[src/rtl/sti_load_sched.sv]
// sti_load_sched: round-robin loader that shares one STI serializer among NREQ word sources.
// Define STI_SCHED_TIMEOUT_EN to abandon a WAIT that sees no so_valid within TIMEOUT cycles.
module sti_load_sched #(
  parameter int NREQ = 4,
  parameter int IDW = 2,
  parameter int TIMEOUT = 16
) (
  input  logic                 clk,
  input  logic                 rst,
  input  logic [NREQ-1:0]      req_valid,
  input  logic [16*NREQ-1:0]   req_data,
  input  logic [5*NREQ-1:0]    req_cfg,
  input  logic [NREQ-1:0]      req_last,
  output logic [NREQ-1:0]      req_ready,
  input  logic                 so_valid,
  output logic                 load,
  output logic [15:0]          pi_data,
  output logic [1:0]           pi_length,
  output logic                 pi_msb,
  output logic                 pi_low,
  output logic                 pi_fill,
  output logic                 pi_end,
  output logic                 busy,
  output logic [IDW-1:0]       grant_id,
  output logic                 err
);
  typedef enum logic [2:0] {S_IDLE, S_ISSUE, S_WAIT, S_SHIFT, S_END} state_t;
  state_t state;
  logic [IDW-1:0] ptr, win;
  logic [NREQ-1:0] done, elig;
  logic found;
  logic [5:0] cnt, exp_bits;
`ifdef STI_SCHED_TIMEOUT_EN
  localparam int TW = $clog2(TIMEOUT + 1);
  logic [TW-1:0] tcnt;
`endif
  if (NREQ < 2 || NREQ > 8 || IDW < $clog2(NREQ) || TIMEOUT < 1) begin : g_bad_param
    $error("sti_load_sched: illegal parameters");
  end
  assign elig = req_valid & ~done;
  assign exp_bits = {3'(pi_length) + 3'd1, 3'b000};
  // lowest eligible index overall, overridden by the lowest one above ptr
  always_comb begin
    win = '0;
    found = 1'b0;
    for (int i = NREQ - 1; i >= 0; i--)
      if (elig[i]) begin
        win = IDW'(i);
        found = 1'b1;
      end
    for (int i = NREQ - 1; i >= 0; i--)
      if (elig[i] && i > int'(ptr)) win = IDW'(i);
  end
  always_ff @(posedge clk or posedge rst)
    if (rst) begin
      state <= S_IDLE;
      ptr <= IDW'(NREQ - 1);
      done <= '0;
      cnt <= '0;
      load <= 1'b0;
      req_ready <= '0;
      pi_data <= '0;
      {pi_length, pi_msb, pi_low, pi_fill} <= '0;
      pi_end <= 1'b0;
      busy <= 1'b0;
      grant_id <= '0;
      err <= 1'b0;
`ifdef STI_SCHED_TIMEOUT_EN
      tcnt <= '0;
`endif
    end else begin
      load <= 1'b0;
      req_ready <= '0;
      case (state)
        S_IDLE:
          if (&done) begin
            pi_end <= 1'b1;
            state <= S_END;
          end else if (found) begin
            pi_data <= req_data[16*int'(win) +: 16];
            {pi_length, pi_msb, pi_low, pi_fill} <= req_cfg[5*int'(win) +: 5];
            grant_id <= win;
            ptr <= win;
            load <= 1'b1;
            req_ready <= NREQ'(1) << win;
            busy <= 1'b1;
            state <= S_ISSUE;
          end
        S_ISSUE: begin
          done <= done | (req_ready & req_last);
          cnt <= '0;
`ifdef STI_SCHED_TIMEOUT_EN
          tcnt <= '0;
`endif
          state <= S_WAIT;
        end
        S_WAIT:
          if (so_valid) begin
            cnt <= 6'd1;
            state <= S_SHIFT;
          end
`ifdef STI_SCHED_TIMEOUT_EN
          else if (tcnt == TW'(TIMEOUT - 1)) begin
            err <= 1'b1;
            busy <= 1'b0;
            pi_end <= &done;
            state <= S_IDLE;
          end else tcnt <= tcnt + 1'b1;
`endif
        S_SHIFT:
          if (so_valid) begin
            if (cnt == exp_bits) err <= 1'b1;
            else cnt <= cnt + 6'd1;
          end else begin
            if (cnt != exp_bits) err <= 1'b1;
            busy <= 1'b0;
            pi_end <= &done;
            state <= S_IDLE;
          end
        default: ;
      endcase
    end
endmodule

[config.mk]
export PLATFORM = sky130hd
export DESIGN_NAME = sti_load_sched
export DESIGN_NICKNAME = d
export VERILOG_FILES = /design/src/rtl/sti_load_sched.sv
export SDC_FILE = /design/constraint.sdc
export NUM_CORES = 1
export LEC_CHECK = 0
export ABC_AREA = 1
export BUFFER_PORTS_ARGS = -buffer_cell sky130_fd_sc_hd__buf_2
export CAP_MARGIN = 5
export CORE_AREA = 4 4 97 71
export CTS_BUF_LIST = sky130_fd_sc_hd__clkbuf_4 sky130_fd_sc_hd__clkbuf_8
export CTS_CLUSTER_SIZE = 28
export DETAILED_ROUTE_END_ITERATION = 10
export DIE_AREA = 0 0 101 75
export GPL_TIMING_DRIVEN = 1
export PLACE_DENSITY = 0.84
export SYNTH_ARGS = -nofsm -noshare
export SYNTH_HDL_FRONTEND = slang
export SYNTH_SLANG_ARGS = --single-unit
[constraint.sdc]
create_clock -name clk -period 2.1 [get_ports clk]
set_clock_uncertainty 0.05 [all_clocks]
set_input_delay 0.21 -clock clk [delete_from_list [all_inputs] [get_ports clk]]
set_output_delay 0.21 -clock clk [all_outputs]
set_load 0.02 [all_outputs]
## Word-level counts from Yosys, hierarchy flattened

Cells that the tools add are included.

| operators by class | value |
|---|---|
| order comparisons | 3 |
| reduce and logical (&&, ||, !) cells | 15 |
| multiply operators | 1 |
| equality and inequality tests | 14 |
| bitwise gates (word level) | 5 |
| $add $sub $neg | 2 |
| shift operators | 3 |
| mux-type cells | 36 |

Operators by type and width:

| kind | count |
|---|---|
| 64-bit by 7-bit indexed part select with 16-bit output | 1 |
| 20-bit by 6-bit indexed part select with 5-bit output | 1 |
| 6-bit two-way mux | 3 |
| 6-bit one-hot mux with 3 select lines | 1 |
| 4-bit AND reduction | 4 |
| 1-bit two-way mux | 15 |
| 2-bit two-way mux | 7 |
| 2-bit != test, second input constant | 7 |
| 3-bit two-way mux | 4 |
| 4-bit two-way mux | 3 |
| 3-bit one-hot mux with 4 select lines | 1 |
| 3-bit AND reduction | 3 |
| 4-bit AND | 2 |
| 6-bit by 1-bit adder with 6-bit output, second input constant | 1 |
| 3-bit by 2-bit equality test with 1-bit output, second input constant | 2 |
| 6-bit equality test | 1 |
| 6-bit != test | 1 |
| 3-bit by 2-bit multiplier with 5-bit output, first input constant | 1 |
| 2-bit greater-than comparator, first input constant | 2 |
| 4-bit inverter | 1 |
| 4-bit OR | 1 |
| 1-bit one-hot mux with 2 select lines | 2 |
| 2-bit nonzero test | 2 |
| 4-bit nonzero test | 1 |
| 10 further kinds | 12 |

| storage, ports and cells | value |
|---|---|
| output and inout bits | 31 |
| flip-flop bits (word level) | 46 |
| word-level logic and storage cells | 94 |
| bits of input ports | 95 |

## Longest topological paths before layout

| depth | value |
|---|---|
| depth in word-level cells | 13 |
| gate-level depth with buffers | 13 |

## Worst setup path after synthesis

No wires, ideal clock.

| timing | value |
|---|---|
| path type | reg-to-reg |
| from | register pi_length[0] |
| to | register cnt[5] |
| setup slack | 0.480 ns |
| stages on the path, launching flop included | 9 |
| arrival time | 1.443 ns |
| buffers on the path | 1 |
| clock period less this slack | 1.620 ns |
| setup time | 0.127 ns |
| path through | dfrtp_1 > ha_1 > o22ai_1 > a21oi_1 > nand2_1 > nand2_1 > nand2_1 > buf_2 > o21ai_0 |

| between the ends | value |
|---|---|
| longest elaborated chain between the ends | 4 |

Ends and longest elaborated chain:

| element | line | text |
|---|---|---|
| from (decl) | 18 | `output logic [1:0] pi_length,` |
| from (signal assigned) | 81 | `{pi_length, pi_msb, pi_low, pi_fill} <= req_cfg[5*int'(win) +: 5];` |
| 2-bit by 1-bit adder with 3-bit output | 41 | `assign exp_bits = {3'(pi_length) + 3'd1, 3'b000};` |
| 6-bit equality test | 112 | `if (cnt == exp_bits) err <= 1'b1;` |
| 2-bit != test (no line) | n/a |  |
| 4-bit AND reduction (no line) | n/a |  |
| to (signal assigned) | 113 | `else cnt <= cnt + 6'd1;` |
| to (decl) | 32 | `logic [5:0] cnt, exp_bits;` |

No other way between the ends.
A chain may end at the register's enable or synchronous reset.

## Worst setup path after layout

| timing | value |
|---|---|
| from | register ptr[0] |
| to | register pi_data[9] |

| between the ends | value |
|---|---|
| longest elaborated chain between the ends | 6 |
| elaborated cells between the ends (all ways) | 10 |
| those cells by class | order compare: 3; shift: 1; mux: 3; reduce/logical: 3 |

Ends and longest elaborated chain:

| element | line | text |
|---|---|---|
| from (decl) | 29 | `logic [IDW-1:0] ptr, win;` |
| from (signal assigned) | 57 | `ptr <= IDW'(NREQ - 1);` |
| from (signal assigned) | 83 | `ptr <= win;` |
| 2-bit greater-than comparator | 52 | `if (elig[i] && i > int'(ptr)) win = IDW'(i);` |
| 1-bit logical AND | 52 |  |
| 2-bit two-way mux (2 in series) | 52 |  |
| 2-bit two-way mux (*) | 52 |  |
| 64-bit by 7-bit indexed part select with 16-bit output (*) | 80 | `pi_data <= req_data[16*int'(win) +: 16];` |
| to (signal assigned) | 80 |  |
| to (decl) | 17 | `output logic [15:0] pi_data,` |

Every way passes the cells marked *; elsewhere a longest branch is shown, timed or not.

==> flow_metrics.tcl <==
set metrics [dict create \
    slowest_stage "dfstp_2" \
    num_antenna_cells 0 \
    mostFrequentLayoutCell "buf_2" \
    port_buffers 125 \
    cp.arrival_ps 2010 \
    worst_pin_slew_ps 418 \
    cap_violations 0 \
    rsz0062_at_grt "no" \
    antenna_found_initial 0 \
    fin_util_pct 59.8 \
    grt_max_degree 46 \
    drt_iter0_drc 256 \
    cts_made_buffers 5 \
    drv_slew 0 \
    grt_pass1_wl_mm 12.8 \
    clock.fmax_mhz 545 \
    synthAdderAreaFrac_pct 1.32 \
    clockRootBuffer "clkbuf_8" \
    critical-path-top-delay-family "simple AND/OR/NAND/NOR gates" \
    core_um2 6040 \
    path_max_fanout 45 \
    outcome "complete, no violations" \
    synth-seq-cells 46 \
    die_h_um 75 \
    path_buf_inv 2 \
    start_util_pct 47.1 \
    dp_hpwl_mm 6.42 \
    io_pins 126 \
    crit_chain "inv_1 > nand4_2 > nand3_4 > inv_4 > nand3_1 > nand3_1 > nor2_1 > nor2_1" \
    cp-start-kind "flip-flop" \
    vias 3159 \
    insertion_delay_ps 300 \
    cts_tree "done" \
    cts_resized 0 \
    seq_area_frac_synth_pct 40.6 \
    synthSimpleGateAreaFrac_pct 43.1 \
    pwr_density_cell_nw_per_um2 1120 \
    final_net_count 603 \
    reg2reg_slack_ps 270 \
    hold_violations 0 \
    min_from "req_last[0]" \
    slew_headroom_pct 72.1 \
    drt_wl_total_mm 8.30 \
    r2r-start "ptr[0]$_DFFE_PP1P_" \
    synth_xor_area_share_pct 1.54 \
    ant_nets 0 \
    gp_congestion 0.929 \
    drive_above_1_share_pct 32.6 \
    fin_crit_sh_pct 87.3 \
    firstDrtPassIters 5 \
    die_x_um 101 \
    clk_path_buf_depth 2 \
    holdPathEnd "done[0]$_DFFE_PP0N_" \
    setup_tns_ps 0 \
    ys_types 32 \
    detail_route.wl_per_cell_um 14.2 \
    required_ps 2280 \
    grt.overflow.total 0 \
    syn-num-nets 482 \
    r2r-end "pi_data[9]$_DFFE_PP0P_" \
    via_per_inst 5.41 \
    area_growth_pct 26.9 \
    num_rows 24 \
    setup_violations 0 \
    yosysWarnings 0 \
    ir_worst_vdd_mv 0.483 \
    end_kind "flip-flop" \
    postSynthAreaPerCell_um2 7.40 \
    synth_top_family_by_area "simple AND/OR/NAND/NOR gates" \
    synth_compound_area_share_pct 5.19 \
    clk_pin_slew_ps 90 \
    cp_slowest_stage_delay_ps 540 \
    htreeDepth 2 \
    synthMuxAreaShare_pct 0 \
    netlist_area_um2 2840 \
    synthCells 384 \
    cts_setup_buffers 0 \
    hold_depth 3 \
    p_leak_nw 1.84 \
    die_area_um2 7580 \
    drt_drc_violations_left 0 \
    grt_pass1_vias 2785 \
    hold_path_class "in2reg" \
    finalCriticalPeriod_ps 1830 \
    worstSetupPathType "reg2reg" \
    layout_common_cells "125 x buf_2, 89 x nand3_1, 74 x nor2_1, 59 x nand2_1, 44 x dfrtp_1" \
    grt_use_total_pct 21.4 \
    clock_sinks 46 \
    r2r_cells 8 \
]
## logic make-up after synthesis
kind of cell | Yosys count
buffers and inverters | 45
adder cells (fa/ha/maj) | 3
flip-flops | 46
AND/OR/NAND/NOR | 259
XOR/XNOR | 5
AO/OA/AOI/OAI | 26
## per-stage QoR
step                setup WS (ps)  std cells  total power [mW]  hold WS (ps)  instance area (µm²)
floorplan                     480        384              2.89           304                 2840
global placement              370        575              3.42           135                 3500
detailed placement            277        575              3.48           136                 3500
CTS                           255        584              4.06           118                 3610
global route                 76.5        584              4.38           125                 3610
finish                        267        584              4.04           120                 3610
## sequential cells by signal, indices dropped and copies added (netlist names)
signal,count
pi_data,16
cnt,6
done,4
req_ready,4
state,3
grant_id,2
pi_length,2
ptr,2
busy,1
err,1
load,1
pi_end,1
pi_fill,1
pi_low,1
pi_msb,1
## per-layer routing
layer,vias to the layer above,track usage (%),routed length [µm]
li1,1538,-,-
met1,1462,29.8,3530
met2,145,33.1,3850
met3,14,5.56,813
met4,0,6.93,117
met5,-,0,0
## worst max-delay path by stage
stage | from | endpoint | slack, ps | depth (start not counted)
floorplan | pi_length[0]$_DFFE_PP0P_ | cnt[5]$_DFFE_PP0P_ | 480 | 8
global placement | state[1]$_DFFE_PP0P_ | pi_fill$_DFFE_PP0P_ | 370 | 7
detailed placement | pi_length[0]$_DFFE_PP0P_ | cnt[2]$_DFFE_PP0P_ | 280 | 8
CTS | ptr[0]$_DFFE_PP1P_ | pi_data[9]$_DFFE_PP0P_ | 250 | 8
global route | ptr[0]$_DFFE_PP1P_ | pi_data[3]$_DFFE_PP0P_ | 80 | 8
finish | ptr[0]$_DFFE_PP1P_ | pi_data[9]$_DFFE_PP0P_ | 270 | 8
## synth_stat cells
| library cell | instances | area share (%) |
|---|---|---|
| nand4_2 | 1 | 0.44 |
| ha_1 | 3 | 1.3 |
| nand3_4 | 1 | 0.62 |
| buf_4 | 7 | 1.8 |
| xor2_1 | 4 | 1.2 |
| a31oi_1 | 2 | 0.44 |
| inv_4 | 1 | 0.22 |
| nand2_1 | 59 | 7.8 |
| nor3_4 | 1 | 0.57 |
| nand3_2 | 2 | 0.70 |
| nor3_1 | 1 | 0.18 |
| buf_6 | 3 | 1.2 |
| nand3_1 | 89 | 16 |
| o211ai_1 | 2 | 0.53 |
| nor2_1 | 74 | 9.8 |
| buf_2 | 12 | 2.1 |
| dfrtp_1 | 44 | 39 |
| o22ai_1 | 1 | 0.22 |
| nand4_1 | 23 | 5.1 |
| nor4_1 | 1 | 0.22 |
| o21ai_0 | 16 | 2.8 |
| inv_2 | 3 | 0.40 |
| clkbuf_1 | 2 | 0.26 |
| nand2_4 | 2 | 0.79 |
| dfstp_2 | 2 | 1.8 |
| a21boi_2 | 1 | 0.40 |
| a21oi_1 | 3 | 0.53 |
| xnor2_1 | 1 | 0.31 |
| nor2_4 | 1 | 0.40 |
| inv_1 | 17 | 2.2 |
| o21bai_1 | 1 | 0.26 |
| nand2_2 | 4 | 0.88 |
## where the power goes
group,switching [mW],total [mW],internal (mW)
registers,0.219,1.44,1.22
logic,1.33,2.03,0.697
clock network,0.292,0.571,0.279
total,1.84,4.04,2.20
## what timing repair did
| item | CTS | global route |
|---|---|---|
| endpoints found under the setup margin | 0 | 0 |
| hold endpoints to repair | 13 | 0 |
| hold buffers | 1 | 0 |
## area by class of cell
class                   count  area, µm²
clock buffers               7       90.1
clock inverters             1       5.00
fillers                   561       2430
inverters                  21       81.3
multi-input cells         293       1450
flip-flops and latches     46       1150
well taps                  78       97.6
repair buffers            138        726
## worst register-to-register path: stages, from the launching register on
cell and delay, ps:
dfstp_2 540, inv_1 60, nand4_2 130, nand3_4 220
inv_4 400, nand3_1 130, nand3_1 110, nor2_1 40
nor2_1 100
Power figures use the tool's default switching activity.
